[src/rtl/p2s_shift_ack.sv]
// p2s_shift_ack: parallel-to-serial transmitter for an IIC master datapath.
// A WIDTH-bit word is accepted on valid & ready and shifted out one bit per SCL low phase.
// An optional ACK slot can follow the last bit. SCL is oversampled in the CLK domain.
//
// Ports:
//   CLK      in   system clock, all state on posedge
//   RST      in   asynchronous active-high reset
//   SCL      in   bus clock, asynchronous, synchronised internally
//   DATA_IN  in   word to transmit, captured on load
//   valid    in   word available; load on valid & ready
//   ready    out  block idle, can accept a word
//   SDA_OUT  out  serial bit value, meaningful when SDA_OE=1
//   SDA_OE   out  1: drive SDA_OUT onto the pad; 0: release the line
//   SDA_IN   in   pad SDA value, sampled in the ACK slot
//   p2s_end  out  one-CLK pulse when the word (and ACK slot, if enabled) completes
//   ack_ok   out  last ACK slot saw SDA_IN=0; held until the next ACK slot
module p2s_shift_ack #(
    parameter int unsigned WIDTH       = 8,
    parameter bit          MSB_FIRST   = 1'b1,
    parameter bit          ACK_EN      = 1'b1,
    parameter int unsigned SYNC_STAGES = 2
) (
    input  logic             CLK,
    input  logic             RST,
    input  logic             SCL,
    input  logic [WIDTH-1:0] DATA_IN,
    input  logic             valid,
    output logic             ready,
    output logic             SDA_OUT,
    output logic             SDA_OE,
    input  logic             SDA_IN,
    output logic             p2s_end,
    output logic             ack_ok
);

    localparam int unsigned    CntW    = $clog2(WIDTH + 1);
    localparam logic [CntW-1:0] CntInit = CntW'(WIDTH);
    localparam logic [CntW-1:0] CntOne  = CntW'(1);

    typedef enum logic [1:0] {
        StIdle,
        StShift,
        StLast,
        StAck
    } state_e;

    state_e                 r_state;
    state_e                 w_state_d;
    logic [SYNC_STAGES-1:0] r_sync;
    logic                   r_hist;
    logic [WIDTH-1:0]       r_shreg;
    logic [WIDTH-1:0]       w_shreg_d;
    logic [CntW-1:0]        r_cnt;
    logic [CntW-1:0]        w_cnt_d;
    logic                   r_sda_out;
    logic                   w_sda_out_d;
    logic                   r_sda_oe;
    logic                   w_sda_oe_d;
    logic                   r_p2s_end;
    logic                   w_p2s_end_d;
    logic                   r_ack_ok;
    logic                   w_ack_ok_d;

    logic                   w_scl_s;
    logic                   w_scl_fall;
    logic                   w_scl_rise;
    logic                   w_next_bit;
    logic [WIDTH-1:0]       w_shifted;

    // SCL synchroniser plus history flop; reset to 1s so an idle-high bus gives no edge.
    always_ff @(posedge CLK or posedge RST) begin
        if (RST) begin
            r_sync <= '1;
            r_hist <= 1'b1;
        end else begin
            r_sync <= {r_sync[SYNC_STAGES-2:0], SCL};
            r_hist <= r_sync[SYNC_STAGES-1];
        end
    end

    assign w_scl_s    = r_sync[SYNC_STAGES-1];
    assign w_scl_fall = r_hist & ~w_scl_s;
    assign w_scl_rise = ~r_hist & w_scl_s;

    assign w_next_bit = MSB_FIRST ? r_shreg[WIDTH-1] : r_shreg[0];
    assign w_shifted  = MSB_FIRST ? {r_shreg[WIDTH-2:0], 1'b0} : {1'b0, r_shreg[WIDTH-1:1]};

    always_ff @(posedge CLK or posedge RST) begin
        if (RST) begin
            r_state   <= StIdle;
            r_shreg   <= '0;
            r_cnt     <= '0;
            r_sda_out <= 1'b1;
            r_sda_oe  <= 1'b0;
            r_p2s_end <= 1'b0;
            r_ack_ok  <= 1'b0;
        end else begin
            r_state   <= w_state_d;
            r_shreg   <= w_shreg_d;
            r_cnt     <= w_cnt_d;
            r_sda_out <= w_sda_out_d;
            r_sda_oe  <= w_sda_oe_d;
            r_p2s_end <= w_p2s_end_d;
            r_ack_ok  <= w_ack_ok_d;
        end
    end

    always_comb begin
        w_state_d   = r_state;
        w_shreg_d   = r_shreg;
        w_cnt_d     = r_cnt;
        w_sda_out_d = r_sda_out;
        w_sda_oe_d  = r_sda_oe;
        w_p2s_end_d = 1'b0;
        w_ack_ok_d  = r_ack_ok;

        unique case (r_state)
            StIdle: begin
                // After a no-ACK word the last bit is held until the next fall for hold time.
                if (w_scl_fall) begin
                    w_sda_oe_d  = 1'b0;
                    w_sda_out_d = 1'b1;
                end
                if (valid) begin
                    w_shreg_d = DATA_IN;
                    w_cnt_d   = CntInit;
                    w_state_d = StShift;
                end
            end
            StShift: begin
                if (w_scl_fall) begin
                    if (r_cnt != '0) begin
                        w_sda_oe_d  = 1'b1;
                        w_sda_out_d = w_next_bit;
                        w_shreg_d   = w_shifted;
                        w_cnt_d     = r_cnt - CntOne;
                        // Without an ACK slot the word ends on this last bit's high phase.
                        if (r_cnt == CntOne && !ACK_EN) begin
                            w_state_d = StLast;
                        end
                    end else begin
                        w_sda_oe_d = 1'b0;
                        w_state_d  = StAck;
                    end
                end
            end
            StLast: begin
                if (w_scl_rise) begin
                    w_p2s_end_d = 1'b1;
                    w_state_d   = StIdle;
                end
            end
            StAck: begin
                w_sda_oe_d = 1'b0;
                if (w_scl_rise) begin
                    w_ack_ok_d  = ~SDA_IN;
                    w_p2s_end_d = 1'b1;
                    w_state_d   = StIdle;
                end
            end
            default: begin
                w_state_d = StIdle;
            end
        endcase
    end

    assign ready   = (r_state == StIdle);
    assign SDA_OUT = r_sda_out;
    assign SDA_OE  = r_sda_oe;
    assign p2s_end = r_p2s_end;
    assign ack_ok  = r_ack_ok;

endmodule
[config.mk]
export PLATFORM = sky130hd
export DESIGN_NAME = p2s_shift_ack
export DESIGN_NICKNAME = d
export VERILOG_FILES = /design/src/rtl/p2s_shift_ack.sv
export SDC_FILE = /design/constraint.sdc
export NUM_CORES = 1
export LEC_CHECK = 0
export ABC_AREA = 1
export CORE_MARGIN = 1.5
export CORE_UTILIZATION = 54
export CTS_BUF_LIST = sky130_fd_sc_hd__clkbuf_4
export DETAILED_ROUTE_END_ITERATION = 10
export PLACE_DENSITY_LB_ADDON = 0.25
export SLEW_MARGIN = 30
export SYNTH_ARGS = -nofsm -noshare
export SYNTH_HDL_FRONTEND = slang
export SYNTH_SLANG_ARGS = --single-unit
[constraint.sdc]
create_clock -name CLK -period 1.65 [get_ports CLK]
set_clock_uncertainty 0.2 [all_clocks]
set_input_delay 0.2475 -clock CLK [delete_from_list [all_inputs] [get_ports CLK]]
set_output_delay 0.2475 -clock CLK [all_outputs]
set_load 0.01 [all_outputs]
Word level (Yosys, flattened, before mapping):

Index checks and enable logic that the tools add are counted.
Widths: inputs -> output; s select.

* register bits after elaboration: 21
* bits of input ports: 13
* output and inout bits: 5
* logic and storage cells: 57

* $add $sub $neg: 1
* equal/unequal tests: 9
* muxes and demuxes: 23
* bitwise logic cells: 5
* reduce and logical (&&, ||, !) cells: 10

Operators by type and width (count)
* $mux 8: 3
* $pmux 8 s2: 1
* $mux 4: 3
* $reduce_and 4->1: 3
* $mux 1: 8
* $mux 2: 4
* $ne 2x2->1 const B: 4
* $pmux 4 s2: 1
* $pmux 2 s3: 1
* $eq 2x2->1 const B: 2
* $ne 2x1->1 const B: 2
* $reduce_bool 4->1: 1
* $sub 4x1->4 const B: 1
* $not 1->1: 3
* $pmux 1 s3: 1
* $reduce_and 3->1: 1
* $reduce_bool 3->1: 1
* $and 1x1->1: 2
* $eq 2x1->1 const B: 1
* $logic_not 2->1: 1
* $pmux 1 s2: 1
* $reduce_and 2->1: 1
* $reduce_bool 2->1: 1
* $reduce_or 2->1: 1

Depth between registers and ports, before layout:

* depth after elaboration: 4
* depth in mapped cells: 8
* mapped depth without buffers: 7

Least setup slack after synthesis:

OpenSTA, ideal clock, no wires.

* path kind: register to register
* start: reg r_state[1]
* end: reg r_state[1]
* setup time: 127 ps
* data arrival time: 1119 ps
* data required time: 1323 ps
* setup slack: 203 ps
* stages on the path, launching flop included: 6
* path buffers: 1
* clock period less this slack: 1447 ps
* path through: dfrtp_1 -> nor2_1 -> nand2_2 -> nand2_4 -> buf_6 -> o21ai_0

* elaborated cells between the ends (all ways): 11
* classes of those cells: eq/ne: 7; mux: 1; reduce/logical: 3

RTL lines
* start: declaration: line 47 `state_e r_state;`
* start signal: assignment: line 90 `r_state <= StIdle;`
* start signal: assignment: line 98 `r_state <= w_state_d;`
* $logic_not 2->1 (*)
* named net ready: line 28 `output logic ready,`
* $ne 2x2->1 (no source line)
* $reduce_and 4->1 (no source line)

Mark *: on every way through the listed nets, which the timed path passes. The rest lies on a longest branch.
A chain may end at the register's enable or synchronous reset.

Final worst setup path:

* start: reg r_state[1]
* end: reg r_cnt[0]

* cells in the longest elaborated chain, start to end: 3
* elaborated cells between the ends (all ways): 8
* classes of those cells: eq/ne: 4; mux: 1; reduce/logical: 3

Ends and longest elaborated chain
* $eq 2x1->1 or $logic_not 2->1 (tied branches): line 117 `unique case (r_state)`
* $ne 2x2->1 (no source line) or $reduce_bool 2->1 (tied branches)
* $reduce_and 4->1 (no source line)
* end signal: assignment: line 100 `r_cnt <= w_cnt_d;`
* end: declaration: line 53 `logic [CntW-1:0] r_cnt;`

Parallel ways exist; a longest one is shown, timed or not.

==> results.cfg <==
[outcome]
outcome = finished, final reports clean

[power]
power.leakage_nw = 0.749
max-vdd-ir-drop_mv = 1.05
p_per_area_nw_per_um2 = 1810
power_mw = 2.56

[sta]
hold_viol = 0
period_minus_slack_ps = 1570
worst_slack_ps = 75.4
slew_headroom_pct = 82.1
drv_slew = 0
fmax_ghz = 0.635
setup_viol = 0
holdWs_ps = 53.7
rsz0062_at_grt = no
finalCritPeriodShare_pct = 95.4
worstMarginPinSlew_ps = 269
fin_tns_setup_ps = 0

[die]
io_pins = 18
fp.coreArea_um2 = 1960
initial_core_util_pct = 57.3
die_area_um2 = 2370
dieWidth_um = 48.6
die_h_um = 48.6
core.rowCount = 16

[routing]
num_vias = 928
wire_per_inst_um = 11.5
viasPerCell = 4.86
drcViolationCount = 0
drtAntennaViolNets = 0
firstDrtPassIters = 4
drt-total-wl_mm = 2.19
drt_iter0_drc = 13

[placed_design]
place_hpwl_mm = 1.53
routabilityCongestion = 0.808
placed_cells = 182
place_area_um2 = 1350
port_buffers = 17
pre_cts_ws_ps = 19.1

[yosys]
avgSynthCellArea_um2 = 8.39
syn-num-nets = 149
yosysWarnings = 0
synth_top_flop_cell = dfrtp_1
syn-cell-area_um2 = 1120
synth.area.top_cells = dfrtp_1 (38%), nand2_1 (13%), dfstp_2 (9.3%)
synth_top_area_share_pct = 37.8
netlist_instances = 134
synth_commonest_cells = nand2_1 (39), inv_1 (18), dfrtp_1 (17)
yosysUniqueCellTypes = 22
async_flop_share_pct = 100
synth_top_area_cell = dfrtp_1
synth-edff-count = 0
ys_ff_latch = 21
synth.most_common_cell = nand2_1
ys_seq_area_share_pct = 47.2

[global_route]
grt_max_degree = 22
grt_pass1_vias = 848
grt_use_met2_pct = 31.1
grt_pass1_wl_mm = 3.62
antenna_found_initial = 0
gr-total-overflow = 0
met3_usage_pct = 3.09
grt.busiest_layer = met2
grtUsageMet1_pct = 27.0
grt_usage_pct = 19.7

[clock_tree]
htree_levels = 1
clkSinkCount = 21
clock_path_buffers = 2
hold_buffers = 0
cts_tree = built
clock-root-buffer = clkbuf_4
clkLatencyLatePin_ps = 300
clk_pin_slew_ps = 130
cts_buffers = 3

[critical_path]
timing.rr.start = r_state[1]
cpPeakStageDelay_ps = 410
crit_chain = buf_4 -> nor2_4 -> nand2_2 -> nand2_8 -> nor2_4 -> nand2_1 -> nand2_1
crit_type = reg -> reg
slowest_stage = dfrtp_1
cp-start-kind = flip-flop
r2r-end = r_cnt[0]
r2r_setup_slack_ps = 80
ff2ff_path_depth = 7
crit_path_end_kind = flip-flop
arrival_ps = 1570
cp_max_fo = 15
cp.required_ps = 1640

[hold_path]
hp-class = in -> async

[run]
drv_cap = 0

[layout]
n_fill_cell = 165
drive_above_1_share_pct = 18.9
final_core_util_pct = 72.3
n_antenna_cell = 0
area_growth_syn_to_layout_pct = 26.1
num-nets-final = 180
final_cell_count_no_fill = 191
finalInstanceArea_um2 = 1420
regArea_um2 = 531
multi_input_area_um2 = 503
## metal layers
metal  part of all wire (%)  routed length [µm]
met5                      0                   0
met3                    2.9                  63
met2                     47                1020
met4                    1.3                  29
met1                     49                1070
## worst max path at each step
stage / to / cells after the start / start
floorplan: r_state[1] / 5 / r_state[1]
global placement: r_shreg[3] / 7 / valid
detailed placement: r_cnt[0] / 7 / valid
CTS: ready / 2 / r_state[0]
global route: r_shreg[1] / 8 / r_state[0]
finish: r_cnt[0] / 7 / r_state[1]
## cell type report
class                      count  area share, %
clock buffer                   3           1.59
clock inverter                 1          0.529
inverter                      20           5.29
multi-input combinational     91           35.4
sequential                    21           37.4
tap                           27           2.38
timing repair buffer          28           17.4
## kinds of logic (layout without fill, tap and decap cells)
group | after synthesis | after routing | synth area share, %
buffers and inverters | 23 | 52 | 9.68
and+or+nand+nor | 64 | 65 | 26.8
adders and majority gates | 2 | 2 | 2.22
DFF | 21 | 21 | 47.2
muxes | 1 | 1 | 0.890
xor gates and xnor gates | 1 | 1 | 0.779
AOI/OAI and AO/OA | 22 | 22 | 12.5
## worst max-delay path, delay by kind of cell, from the launching register on
kind,cells,cell delay (ps)
AND/OR/NAND/NOR,6,680
flip-flops,1,410
buffers and inverters,1,170
## power breakdown
| group | internal, mW | switching (mW) | total (mW) |
|---|---|---|---|
| logic | 0.617 | 0.892 | 1.51 |
| clock network | 0.0922 | 0.164 | 0.256 |
| registers | 0.718 | 0.0782 | 0.796 |
## state kept, by name, indices dropped and copies added, names as in the netlist
name and count:
r_shreg 8, r_cnt 4, r_state 2, r_sync 2
SDA_OE 1, SDA_OUT 1, ack_ok 1, p2s_end 1
r_hist 1
## cell usage in the layout (no fill, tap or decap), types with 3 or more instances in the layout
| master | count |
|---|---|
| clkdlybuf4s50_1 | 12 |
| dfstp_2 | 4 |
| clkbuf_4 | 3 |
| o21ai_0 | 7 |
| dfrtp_1 | 17 |
| buf_4 | 11 |
| o21bai_1 | 12 |
| nand4_1 | 5 |
| nand2_1 | 39 |
| dlygate4sd2_1 | 3 |
| nor2_1 | 8 |
| inv_1 | 18 |
## timing repair
action,in CTS,in global routing
cloned,0,1
resized for setup,4,5
pin swaps,0,2
hold endpoints to repair,0,0
buffers inserted,0,4
endpoints found under the setup margin,4,10
(Power assumes the default switching activity.)
